**config.mk**
```make
export PLATFORM = sky130hd
export DESIGN_NAME = pipe_credit_sink
export DESIGN_NICKNAME = d
export VERILOG_FILES = /design/src/rtl/pipe_credit_sink.sv
export SDC_FILE = /design/constraint.sdc
export NUM_CORES = 1
export LEC_CHECK = 0
export CAP_MARGIN = 10
export CORE_MARGIN = 1.5
export CORE_UTILIZATION = 50
export CTS_BUF_LIST = sky130_fd_sc_hd__clkbuf_8
export DETAILED_ROUTE_END_ITERATION = 10
export PLACE_DENSITY = 0.87
export SLEW_MARGIN = 20
export SYNTH_ARGS = -nofsm -noshare
export SYNTH_HDL_FRONTEND = slang
export SYNTH_SLANG_ARGS = --single-unit
```
**constraint.sdc**
```tcl
create_clock -name clk -period 2.5 [get_ports clk]
set_clock_uncertainty 0.1 [all_clocks]
set_input_delay 0.5 -clock clk [delete_from_list [all_inputs] [get_ports clk]]
set_output_delay 0.5 -clock clk [all_outputs]
set_load 0.005 [all_outputs]
```
**src/rtl/pipe_credit_sink.sv**
```systemverilog
// Receiving end of a fixed-latency valid-only pipeline: credit-gated issue, result FIFO
// and a ready/valid output port, with a sticky overflow trap for protocol violations.
module pipe_credit_sink #(
  parameter int unsigned WIDTH = 32,
  parameter int unsigned DEPTH = 4
) (
  input  logic                       clk,
  input  logic                       rst,
  input  logic                       issue_valid,
  output logic                       issue_ready,
  input  logic                       pipe_valid,
  input  logic [WIDTH-1:0]           pipe_data,
  output logic                       out_valid,
  output logic [WIDTH-1:0]           out_data,
  input  logic                       out_ready,
  output logic [$clog2(DEPTH+1)-1:0] credits,
  output logic [$clog2(DEPTH+1)-1:0] count,
  output logic                       overflow
);

  localparam int unsigned CW = $clog2(DEPTH + 1);
  localparam int unsigned PW = $clog2(DEPTH);

  logic [WIDTH-1:0] mem_q [DEPTH];
  logic [PW-1:0]    wr_ptr_q, rd_ptr_q;
  logic [CW-1:0]    credits_q, credits_d;
  logic [CW-1:0]    count_q, count_d;
  logic             overflow_q, overflow_d;

  logic issue_fire, pop_fire, full, push_acc;

  assign issue_ready = (credits_q != '0);
  assign out_valid   = (count_q != '0);
  assign out_data    = mem_q[rd_ptr_q];
  assign credits     = credits_q;
  assign count       = count_q;
  assign overflow    = overflow_q;

  assign issue_fire = issue_valid & issue_ready;
  assign pop_fire   = out_valid & out_ready;
  assign full       = (count_q == CW'(DEPTH));
  // A full FIFO can still take a result when the head leaves in the same cycle.
  assign push_acc   = pipe_valid & (~full | pop_fire);

  always_comb begin
    credits_d = credits_q;
    if (issue_fire && !pop_fire) begin
      credits_d = credits_q - CW'(1);
    end else if (pop_fire && !issue_fire && credits_q != CW'(DEPTH)) begin
      credits_d = credits_q + CW'(1);
    end

    count_d = count_q;
    if (push_acc && !pop_fire) begin
      count_d = count_q + CW'(1);
    end else if (!push_acc && pop_fire) begin
      count_d = count_q - CW'(1);
    end

    overflow_d = overflow_q | (pipe_valid & full & ~pop_fire);
  end

  always_ff @(posedge clk) begin
    if (rst) begin
      credits_q  <= CW'(DEPTH);
      count_q    <= '0;
      wr_ptr_q   <= '0;
      rd_ptr_q   <= '0;
      overflow_q <= 1'b0;
    end else begin
      credits_q  <= credits_d;
      count_q    <= count_d;
      overflow_q <= overflow_d;
      if (push_acc) wr_ptr_q <= wr_ptr_q + PW'(1);
      if (pop_fire) rd_ptr_q <= rd_ptr_q + PW'(1);
    end
  end

  // Storage needs no reset; occupancy alone decides what is valid.
  always_ff @(posedge clk) begin
    if (!rst && push_acc) mem_q[wr_ptr_q] <= pipe_data;
  end

endmodule
```
==> key figures, run 1 <==
Placement
  – Placement Cell Area: 6500 um^2
  – Routability Congestion: 0.737
  – Hpwl dp: 5980 um
  – Port bufs: 77

Synthesis
  – Multiplexer share of the synthesized area: 13.9%
  – Register area share after synthesis: 77.2%
  – Post-synth top area share: 72.4%
  – Synth Area in Adders: 1.93%
  – Synth Warn #: 0
  – Main synth FF type: edfxtp_1
  – Synth cell count leaders: edfxtp_1, mux4_2, dfxtp_1, nor2_1, inv_1
  – Synth Net Count: 291
  – Compound-Gate Fraction of Synth Area: 1.46%
  – Mean Syn Cell Area: 21.5 um^2
  – Largest family of logic cells by synthesized area: multiplexers
  – Most frequent cell after synthesis: edfxtp_1
  – EDFF count, synth: 128
  – Cell variety after synth: 30
  – Flops & latches, synth: 141
  – Mapped cell area: 5310 um^2
  – Cells after Synth: 247
  – Dominant cells by area after synthesis: edfxtp_1, mux4_2, dfxtp_1, ha_1, nor2_1
  – Simple-gate portion of the synthesized area: 2.80%
  – Post-synth ARST share: 0%
  – Area leader, netlist: edfxtp_1
  – Synth Area in XOR/XNOR: 1.15%

Detailed routing
  – Final wirelength: 9700 um
  – Via count: 2707
  – Residual DRC count: 0
  – Vias per cell: 5.24
  – Average routed wire per standard cell: 18.8 um
  – Routed Antenna Nets: 0
  – Initial drt markers: 106
  – Drt pass-1 iters: 4

Die
  – Die Wd: 106 um
  – Initial Util: 51.5%
  – Number of primary I/O pins: 78
  – Die footprint: 11300 um^2
  – Core ar.: 10300 um^2
  – Cell Rows: 37
  – Die Y: 106 um

Global route
  – First-pass GRT wire length: 15500 um
  – GRT overflow: 0
  – Largest net degree at the start of global routing: 17
  – GRT Overall Usage: 19.2%
  – Initial antenna violation count: 0
  – Vias in the first global route: 3005

Timing
  – RSZ-0062 raised after global routing: no
  – Slew margin rel.: 82.7%
  – Final setup viols: 0
  – Slew Viols, Final: 0
  – Final Cycle Share: 96.8%
  – Final Hold Viols: 0
  – Final min period: 2420 ps
  – F_max: 0.413 GHz
  – Worst slew pin tran: 260 ps
  – Hold_ws: 403 ps

CTS
  – CTS Buffer Depth: 2
  – Hold buffer count at CTS: 0
  – Worst-Skew Late Latency: 420 ps
  – Clk root buf: clkbuf_8
  – # clock sinks: 141
  – Reg clk slew, reported paths: 70 ps
  – CTS tree: done
  – H-tree depth: 4
  – Num CTS Buffers: 17

Finish
  – Antenna cell count: 0
  – FILL cells: 703
  – Post-route cell area: 6990 um^2
  – Nets: 412
  – Layout area overhead: 31.6%
  – Final Util: 67.7%
  – Layout cell share with drive strength beyond 1: 30.7%

Power and ir drop
  – PwrDens: 932 nW/um^2
  – VDD IR-drop max: 0.460 mV
  – Tot Pwr: 6.51 mW
  – Leakage: 2.38 nW

Critical path
  – CP max FO: 6
  – R2R setup slack: 140 ps
  – WP data required: 1900 ps
  – Startpoint Class: flop
  – Worst EP arrival: 1820 ps
  – Max incr delay on CP: 510 ps
  – Critical path type: reg -> out
  – CP Capture Type: primary output
  – CP bufs+invs: 3
  – CP delay by family, top: buffers and inverters
  – Worst path cell trace: buf_4 -> buf_12 -> mux4_2 -> dlygate4sd2_1
  – Slowest-stage cell, CP: mux4_2

Hold path
  – Hold Crit Class: reg -> reg

Status
  – Status: finished, final reports clean

Run
  – Max-cap viol count: 0
-- layout by cell type (no fill, tap or decap), types with 2 or more instances in the layout --
cell	count
a21oi_1	5
and2_2	4
buf_12	13
buf_2	13
buf_4	20
buf_6	2
bufinv_16	3
clkbuf_8	17
clkdlybuf4s15_1	11
clkdlybuf4s50_1	45
clkinv_1	2
clkinv_2	3
clkinv_4	3
dfxtp_1	11
dlygate4sd2_1	7
edfxtp_1	128
ha_1	5
inv_1	9
mux2i_1	2
mux4_2	32
nand2_1	3
nor2_1	11
nor4_1	2
o21ai_0	2
or3_1	5
xnor2_1	4
xor2_1	3
-- final cells by class --
| type | instances | area, um^2 | share of cell area (%) |
|---|---|---|---|
| tap | 136 | 170 | 2.43 |
| sequential | 141 | 4110 | 58.8 |
| timing repair buffer | 112 | 1150 | 16.4 |
| multi-input combinational | 89 | 1140 | 16.4 |
| inverter | 7 | 28.8 | 0.412 |
| clock buffer | 17 | 234 | 3.35 |
| clock inverter | 15 | 158 | 2.25 |
-- power breakdown --
group          leakage, nW  internal [mW]  total, mW  switching (mW)
Combinational        0.902           1.16       1.91           0.751
Sequential            1.27           2.75       2.84          0.0905
Clock                0.208          0.966       1.77           0.801
Total                 2.38           4.87       6.51            1.64
-- kinds of logic after synthesis --
logic type	Yosys count
muxes	34
and+or+nand+nor	29
AOI/OAI and AO/OA	12
xor gates and xnor gates	7
adders and majority gates	7
DFF	141
buffers and inverters	17
-- worst reg2reg max path, stage by stage (launching register included) --
cell,delay [ps]
dfxtp_1,350
o31a_1,350
inv_4,60
nand3_1,100
fa_2,360
or3_1,390
o211a_1,140
or4_1,380
-- state kept, by name (all words and copies together) (netlist names), named ones only --
register,flops
mem_q,128
count,3
credits,3
rd_ptr_q,2
wr_ptr_q,2
overflow,1
-- layer usage --
layer | global-route usage, % | wire length (um) | share of wire [%]
met1 | 23.3 | 4060 | 42
met2 | 33.2 | 5150 | 53
met3 | 5.27 | 370 | 3.8
met4 | 6.66 | 119 | 1.2
met5 | 0 | 0 | 0
-- through the flow --
stage,TNS [ps],worst slack [ps],instances
6_report,0,80.4,517
3_3_place_gp,-470,-200,473
3_5_place_dp,-970,-281,473
5_1_grt,0,2.28,517
2_1_floorplan,0,51.2,247
4_1_cts,-241,-34.2,515
-- what timing repair did --
action,CTS,global route
gates cloned,2,0
gates resized for setup,84,11
buffers inserted,8,3
setup endpoints to repair,32,13
-- worst paths after layout --
| kind | startpoint | cells after the start | to |
|---|---|---|---|
| min reg2reg | overflow | 2 | overflow |
| min | overflow | 2 | overflow |
| max reg2reg | count[2] | 7 | credits[2] |
| max | flop | 4 | out_data[19] |
Power figures use the tool's default switching activity.
==> run 2, diff against run 1 <==
--- a/config.mk
+++ b/config.mk
@@ -6,11 +6,11 @@
 export NUM_CORES = 1
 export LEC_CHECK = 0
 export CAP_MARGIN = 10
-export CORE_MARGIN = 1.5
+export CORE_MARGIN = 10
 export CORE_UTILIZATION = 50
 export CTS_BUF_LIST = sky130_fd_sc_hd__clkbuf_8
 export DETAILED_ROUTE_END_ITERATION = 10
-export PLACE_DENSITY = 0.87
+export PLACE_DENSITY = 0.77
 export SLEW_MARGIN = 20
 export SYNTH_ARGS = -nofsm -noshare
 export SYNTH_HDL_FRONTEND = slang
==> key figures, run 2 (synthesis results as in run 1) <==
Finish
  – Max reg flops: 128 (unchanged)
  – Nets: 414 (+0.49%)
  – Layout area overhead: 31.1%
  – Antenna cell count: 0 (unchanged)
  – FILL cells: 682 (-3.0%)
  – Multi-input gate area: 1140 um^2 (-0.77%)
  – Seq. cell area: 4110 um^2 (unchanged)
  – Largest Register: mem_q
  – Finished Layout Cells: 519 (+0.39%)
  – Most frequent cells in the layout: edfxtp_1, clkdlybuf4s50_1, mux4_2
  – Layout cell share with drive strength beyond 1: 30.3% (-0.42 points)
  – Commonest non-fill, non-tap cell in the layout: edfxtp_1

Detailed routing
  – Residual DRC count: 0 (unchanged)
  – Average routed wire per standard cell: 19.7 um (+4.9%)
  – Uppermost layer routed: met4
  – Routed Antenna Nets: 0 (unchanged)
  – DR WL met3: 655 um (+77%)
  – Drt pass-1 iters: 4 (unchanged)
  – Final wirelength: 10200 um (+5.3%)
  – Via count: 2710 (+0.11%)
  – Met1 wire length: 4050 um (-0.27%)
  – Met2 routed WL: 5390 um (+4.7%)
  – Vias per cell: 5.22 (-0.27%)
  – Initial drt markers: 185 (+75%)

CTS
  – H-tree depth: 4 (unchanged)
  – Worst-Skew Late Latency: 420 ps (about the same)
  – Hold buffer count at CTS: 0 (unchanged)
  – CTS Buffer Depth: 2 (unchanged)
  – # clock sinks: 141 (unchanged)
  – CTS tree: done
  – Num CTS Buffers: 17 (unchanged)
  – Reg clk slew, reported paths: 80 ps (about the same)
  – Clk root buf: clkbuf_8

Die
  – Core ar.: 10300 um^2 (unchanged)
  – Die Wd: 123 um (+16%)
  – Die Y: 123 um (+16%)
  – Cell Rows: 37 (unchanged)
  – Number of primary I/O pins: 78 (unchanged)
  – Die footprint: 15100 um^2 (+35%)
  – Initial Util: 51.5% (unchanged)

Power and ir drop
  – Tot Pwr: 6.39 mW (-1.9%)
  – VDD IR-drop max: 0.516 mV (+12%)
  – PwrDens: 918 nW/um^2 (-1.5%)
  – Leakage: 2.41 nW (+1.2%)

Timing
  – RSZ-0062 raised after global routing: yes
  – Final min period: 2490 ps (+68.4 ps)
  – Slew margin rel.: 79.5% (-3.2 points)
  – Worst slew pin tran: 303 ps (+43.2 ps)
  – F_max: 0.402 GHz (-2.7%)
  – Setup WS post-layout: 12.1 ps (-68.4 ps)
  – Final Hold Viols: 0 (unchanged)
  – Final setup viols: 0 (unchanged)
  – Slew Viols, Final: 0 (unchanged)
  – Final Cycle Share: 99.5% (+2.7 points)

Global route
  – GRT overflow: 0 (unchanged)
  – Largest net degree at the start of global routing: 33 (+16)
  – GRT Overall Usage: 14.4% (-4.8 points)
  – Initial antenna violation count: 0 (unchanged)
  – Vias in the first global route: 2976 (-0.97%)
  – First-pass GRT wire length: 16100 um (+3.9%)

Status
  – Status: finished, final reports clean

Critical path
  – Worst EP arrival: 1890 ps (+70 ps)
  – Critical path type: reg -> out
  – Max incr delay on CP: 480 ps (-30 ps)
  – CP delay by family, top: buffers and inverters
  – CP dominant cell by count: buf_6
  – Startpoint Class: flop
  – WP data required: 1900 ps (about the same)
  – CP bufs+invs: 4 (+1)
  – Worst path cell trace: buf_6 -> buf_6 -> bufbuf_16 -> mux4_2 -> buf_2
  – CP Capture Type: primary output
  – CP max FO: 4 (-2)
  – Slowest-stage cell, CP: mux4_2

Placement
  – Dpl ws: -277 ps (+4.88 ps)
  – Inst Count DP: 470 (-0.63%)
  – Hpwl dp: 6370 um (+6.6%)
  – Port bufs: 77 (unchanged)
  – Routability Congestion: 0.715 (-3.0%)

Hold path
  – Hold Crit Class: reg -> reg

Run
  – Max-cap viol count: 0 (unchanged)
-- run 2: worst min-delay path, stage by stage, from the launching register on --
cell,delay [ps]
dfxtp_1,340
a21oi_1,50
nor2_1,80
-- run 2: worst paths after layout --
check	from	depth (start not counted)	to	slack (ps)
setup reg to reg	count[2]	7	credits[2]	100
setup / recovery	flop	5	out_data[29]	10
hold / removal	overflow	2	overflow	400
hold reg to reg	overflow	2	overflow	400
-- run 2: per-layer routing --
layer  track usage (%)  up-vias
li1                  -     1255
met1              15.5     1364
met2              24.9       79
met3              6.15       12
met4              5.09        0
met5                 0        -
-- run 2: area by class of cell --
cell class	instances	share of cell area, %
clock buffers	17	3.36
clock inverters	15	1.78
inverters	7	0.413
multi-input cells	89	16.3
flip-flops and latches	141	59.0
well taps	136	2.44
repair buffers	114	16.7
-- run 2: where the power goes --
part,internal [mW],switching [mW]
clock network,0.777,0.822
logic,1.20,0.744
registers,2.75,0.103
total,4.72,1.67
-- run 2: stage by stage --
stage               instance area [um^2]  utilization [%]  setup TNS (ps)  hold WS [ps]
CTS                                 6850             66.3           -1090           396
global route                        6960             67.4            -439           457
finish                              6960             67.4               0           397
global placement                    6450             62.5            -282           368
floorplan                           5310                -               0           360
detailed placement                  6450             62.5            -428           363
-- run 2: timing repair --
action / in CTS / in global routing
setup endpoints to repair: 32 / 18
cloned: 2 / 0
resized for setup: 30 / 34
buffers inserted: 1 / 14
==> run 3, diff against run 2 <==
--- a/config.mk
+++ b/config.mk
@@ -7,10 +7,10 @@
 export LEC_CHECK = 0
 export CAP_MARGIN = 10
 export CORE_MARGIN = 10
-export CORE_UTILIZATION = 50
+export CORE_UTILIZATION = 49
 export CTS_BUF_LIST = sky130_fd_sc_hd__clkbuf_8
 export DETAILED_ROUTE_END_ITERATION = 10
-export PLACE_DENSITY = 0.77
+export PLACE_DENSITY = 0.76
 export SLEW_MARGIN = 20
 export SYNTH_ARGS = -nofsm -noshare
 export SYNTH_HDL_FRONTEND = slang
==> key figures, run 3 (synthesis results as in run 1) <==
Timing
  – Slew Viols, Final: 0 (unchanged)
  – Final min period: 2390 ps (-95.6 ps)
  – Final Hold Viols: 0 (unchanged)
  – F_max: 0.418 GHz (+4.0%)
  – Final Cycle Share: 95.7% (-3.8 points)
  – Final setup viols: 0 (unchanged)
  – Slew margin rel.: 79.8% (+0.28 points)
  – Worst slew pin tran: 299 ps (-4.07 ps)
  – RSZ-0062 raised after global routing: no

Die
  – Number of primary I/O pins: 78 (unchanged)
  – Die Wd: 124 um (+0.85%)
  – Initial Util: 50.8% (-0.68 points)
  – Core ar.: 10500 um^2 (+1.3%)
  – Cell Rows: 37 (unchanged)
  – Die Y: 124 um (+0.85%)
  – Die footprint: 15400 um^2 (+1.7%)

Detailed routing
  – Uppermost layer routed: met4
  – Final wirelength: 9900 um (-3.1%)
  – Met1 wire length: 4120 um (+1.7%)
  – Average routed wire per standard cell: 19.7 um (about the same)
  – Residual DRC count: 0 (unchanged)
  – Vias per cell: 5.31 (+1.7%)
  – Drt pass-1 iters: 4 (unchanged)
  – Via count: 2670 (-1.5%)
  – DR WL met3: 603 um (-7.9%)
  – Routed Antenna Nets: 0 (unchanged)
  – Met2 routed WL: 5130 um (-4.9%)
  – Initial drt markers: 143 (-23%)

Placement
  – Routability Congestion: 0.763 (+6.7%)
  – Port bufs: 77 (unchanged)
  – Hpwl dp: 6420 um (+0.75%)

CTS
  – Hold buffer count at CTS: 0 (unchanged)
  – CTS tree: done
  – Reg clk slew, reported paths: 70 ps (about the same)
  – # clock sinks: 141 (unchanged)
  – Clk root buf: clkbuf_8
  – H-tree depth: 4 (unchanged)
  – CTS Buffer Depth: 2 (unchanged)
  – Worst-Skew Late Latency: 410 ps (about the same)
  – Setup Fix Bufs, Post-CTS: 0 (-1)
  – Num CTS Buffers: 17 (unchanged)

Critical path
  – Worst path cell trace: clkdlybuf4s50_1 -> o31a_1 -> inv_4 -> nand3_1 -> fa_2 -> or3_1 -> o211a_1 -> or4_1
  – Critical path type: in -> reg
  – Max incr delay on CP: 430 ps (-50 ps)
  – CP delay by family, top: simple AND/OR/NAND/NOR gates
  – FF-to-FF Start: count[2]
  – R2R setup slack: 130 ps (+30 ps)
  – R2R depth: 7 (unchanged)
  – CP max FO: 3 (-1)
  – Startpoint Class: input port
  – Crit path from: out_ready
  – Worst R2R End: credits[2]
  – CP Depth: 8 (+3)
  – CP bufs+invs: 2 (-2)
  – Slowest-stage cell, CP: clkdlybuf4s50_1
  – Worst EP arrival: 2570 ps (+680 ps)
  – WP data required: 2670 ps (+770 ps)
  – CP Capture Type: flop

Finish
  – Layout area overhead: 29.2%
  – Final Util: 65.6% (-1.9 points)
  – FILL cells: 748 (+9.7%)
  – Most frequent cells in the layout: edfxtp_1, clkdlybuf4s50_1, mux4_2, dlygate4sd2_1, clkbuf_8
  – Nets: 400 (-3.4%)
  – Largest Register: mem_q
  – Layout cell share with drive strength beyond 1: 24.8% (-5.5 points)
  – Max reg flops: 128 (unchanged)
  – Antenna cell count: 0 (unchanged)
  – Commonest non-fill, non-tap cell in the layout: edfxtp_1

Global route
  – Largest net degree at the start of global routing: 18 (-45%)
  – GRT overflow: 0 (unchanged)
  – GRT Overall Usage: 13.8% (-0.57 points)
  – Initial antenna violation count: 0 (unchanged)
  – Vias in the first global route: 2983 (+0.24%)
  – First-pass GRT wire length: 15800 um (-2.0%)

Run
  – Max-cap viol count: 0 (unchanged)

Power and ir drop
  – PwrDens: 916 nW/um^2 (-0.23%)
  – Leakage: 2.31 nW (-4.1%)
  – Tot Pwr: 6.28 mW (-1.7%)
  – VDD IR-drop max: 0.680 mV (+32%)

Hold path
  – Worst hold endpoint: overflow
  – Hold path depth: 2 (unchanged)
  – HP Start: overflow
  – Hold Crit Class: reg -> reg

Status
  – Status: finished, final reports clean
## run 3: worst max path at each step
stage | endpoint | slack [ps]
floorplan | credits[2] | 50
global placement | credits[2] | -250
detailed placement | credits[2] | -340
CTS | out_data[0] | 50
global route | out_data[1] | 9
finish | credits[2] | 110
## run 3: per-stage QoR
| step | TNS [ps] | hold slack, ps | setup WS, ps | cell area (um^2) | cells |
|---|---|---|---|---|---|
| 2_1_floorplan | 0 | 360 | 51.2 | 5310 | 247 |
| 3_3_place_gp | -342 | 362 | -245 | 6510 | 473 |
| 3_5_place_dp | -559 | 367 | -344 | 6510 | 473 |
| 4_1_cts | 0 | 389 | 52.1 | 6860 | 503 |
| 5_1_grt | 0 | 409 | 9.48 | 6860 | 503 |
| 6_report | 0 | 389 | 108 | 6860 | 503 |
## run 3: metal layers
metal | vias to the layer above | global-route usage, %
met1 | 1372 | 16.5
met4 | 0 | 3.88
met5 | - | 0
met3 | 4 | 5.66
li1 | 1220 | -
met2 | 74 | 22.6
## run 3: area by class of cell
cell class                      instances  area (um^2)  share of cell area [%]
Timing Repair Buffer                  100         1030                    15.0
Clock buffer                           17          234                    3.41
Sequential cell                       141         4110                    59.9
Multi-Input combinational cell         89         1140                    16.6
Clock inverter                         13          153                    2.22
Inverter                                7         28.8                   0.419
Tap cell                              136          170                    2.48
## run 3: power breakdown
part | total, mW | internal (mW) | leakage [nW] | switching, mW
registers | 2.82 | 2.74 | 1.27 | 0.0774
clock network | 1.77 | 0.965 | 0.192 | 0.803
logic | 1.69 | 0.978 | 0.846 | 0.715
total | 6.28 | 4.69 | 2.31 | 1.60
## run 3: worst register-to-register path, delay by kind of cell, from the launching register on
kind	cells	cell delay, ps
simple gates	3	910
compound gates	2	480
fa+ha+maj	1	370
flops	1	320
buf+inv	1	60
## run 3: repair_timing
action / 4_1_cts / 5_1_grt
setup endpoints to repair: 32 / 1
resized for setup: 33 / 1
pin swaps: 0 / 0
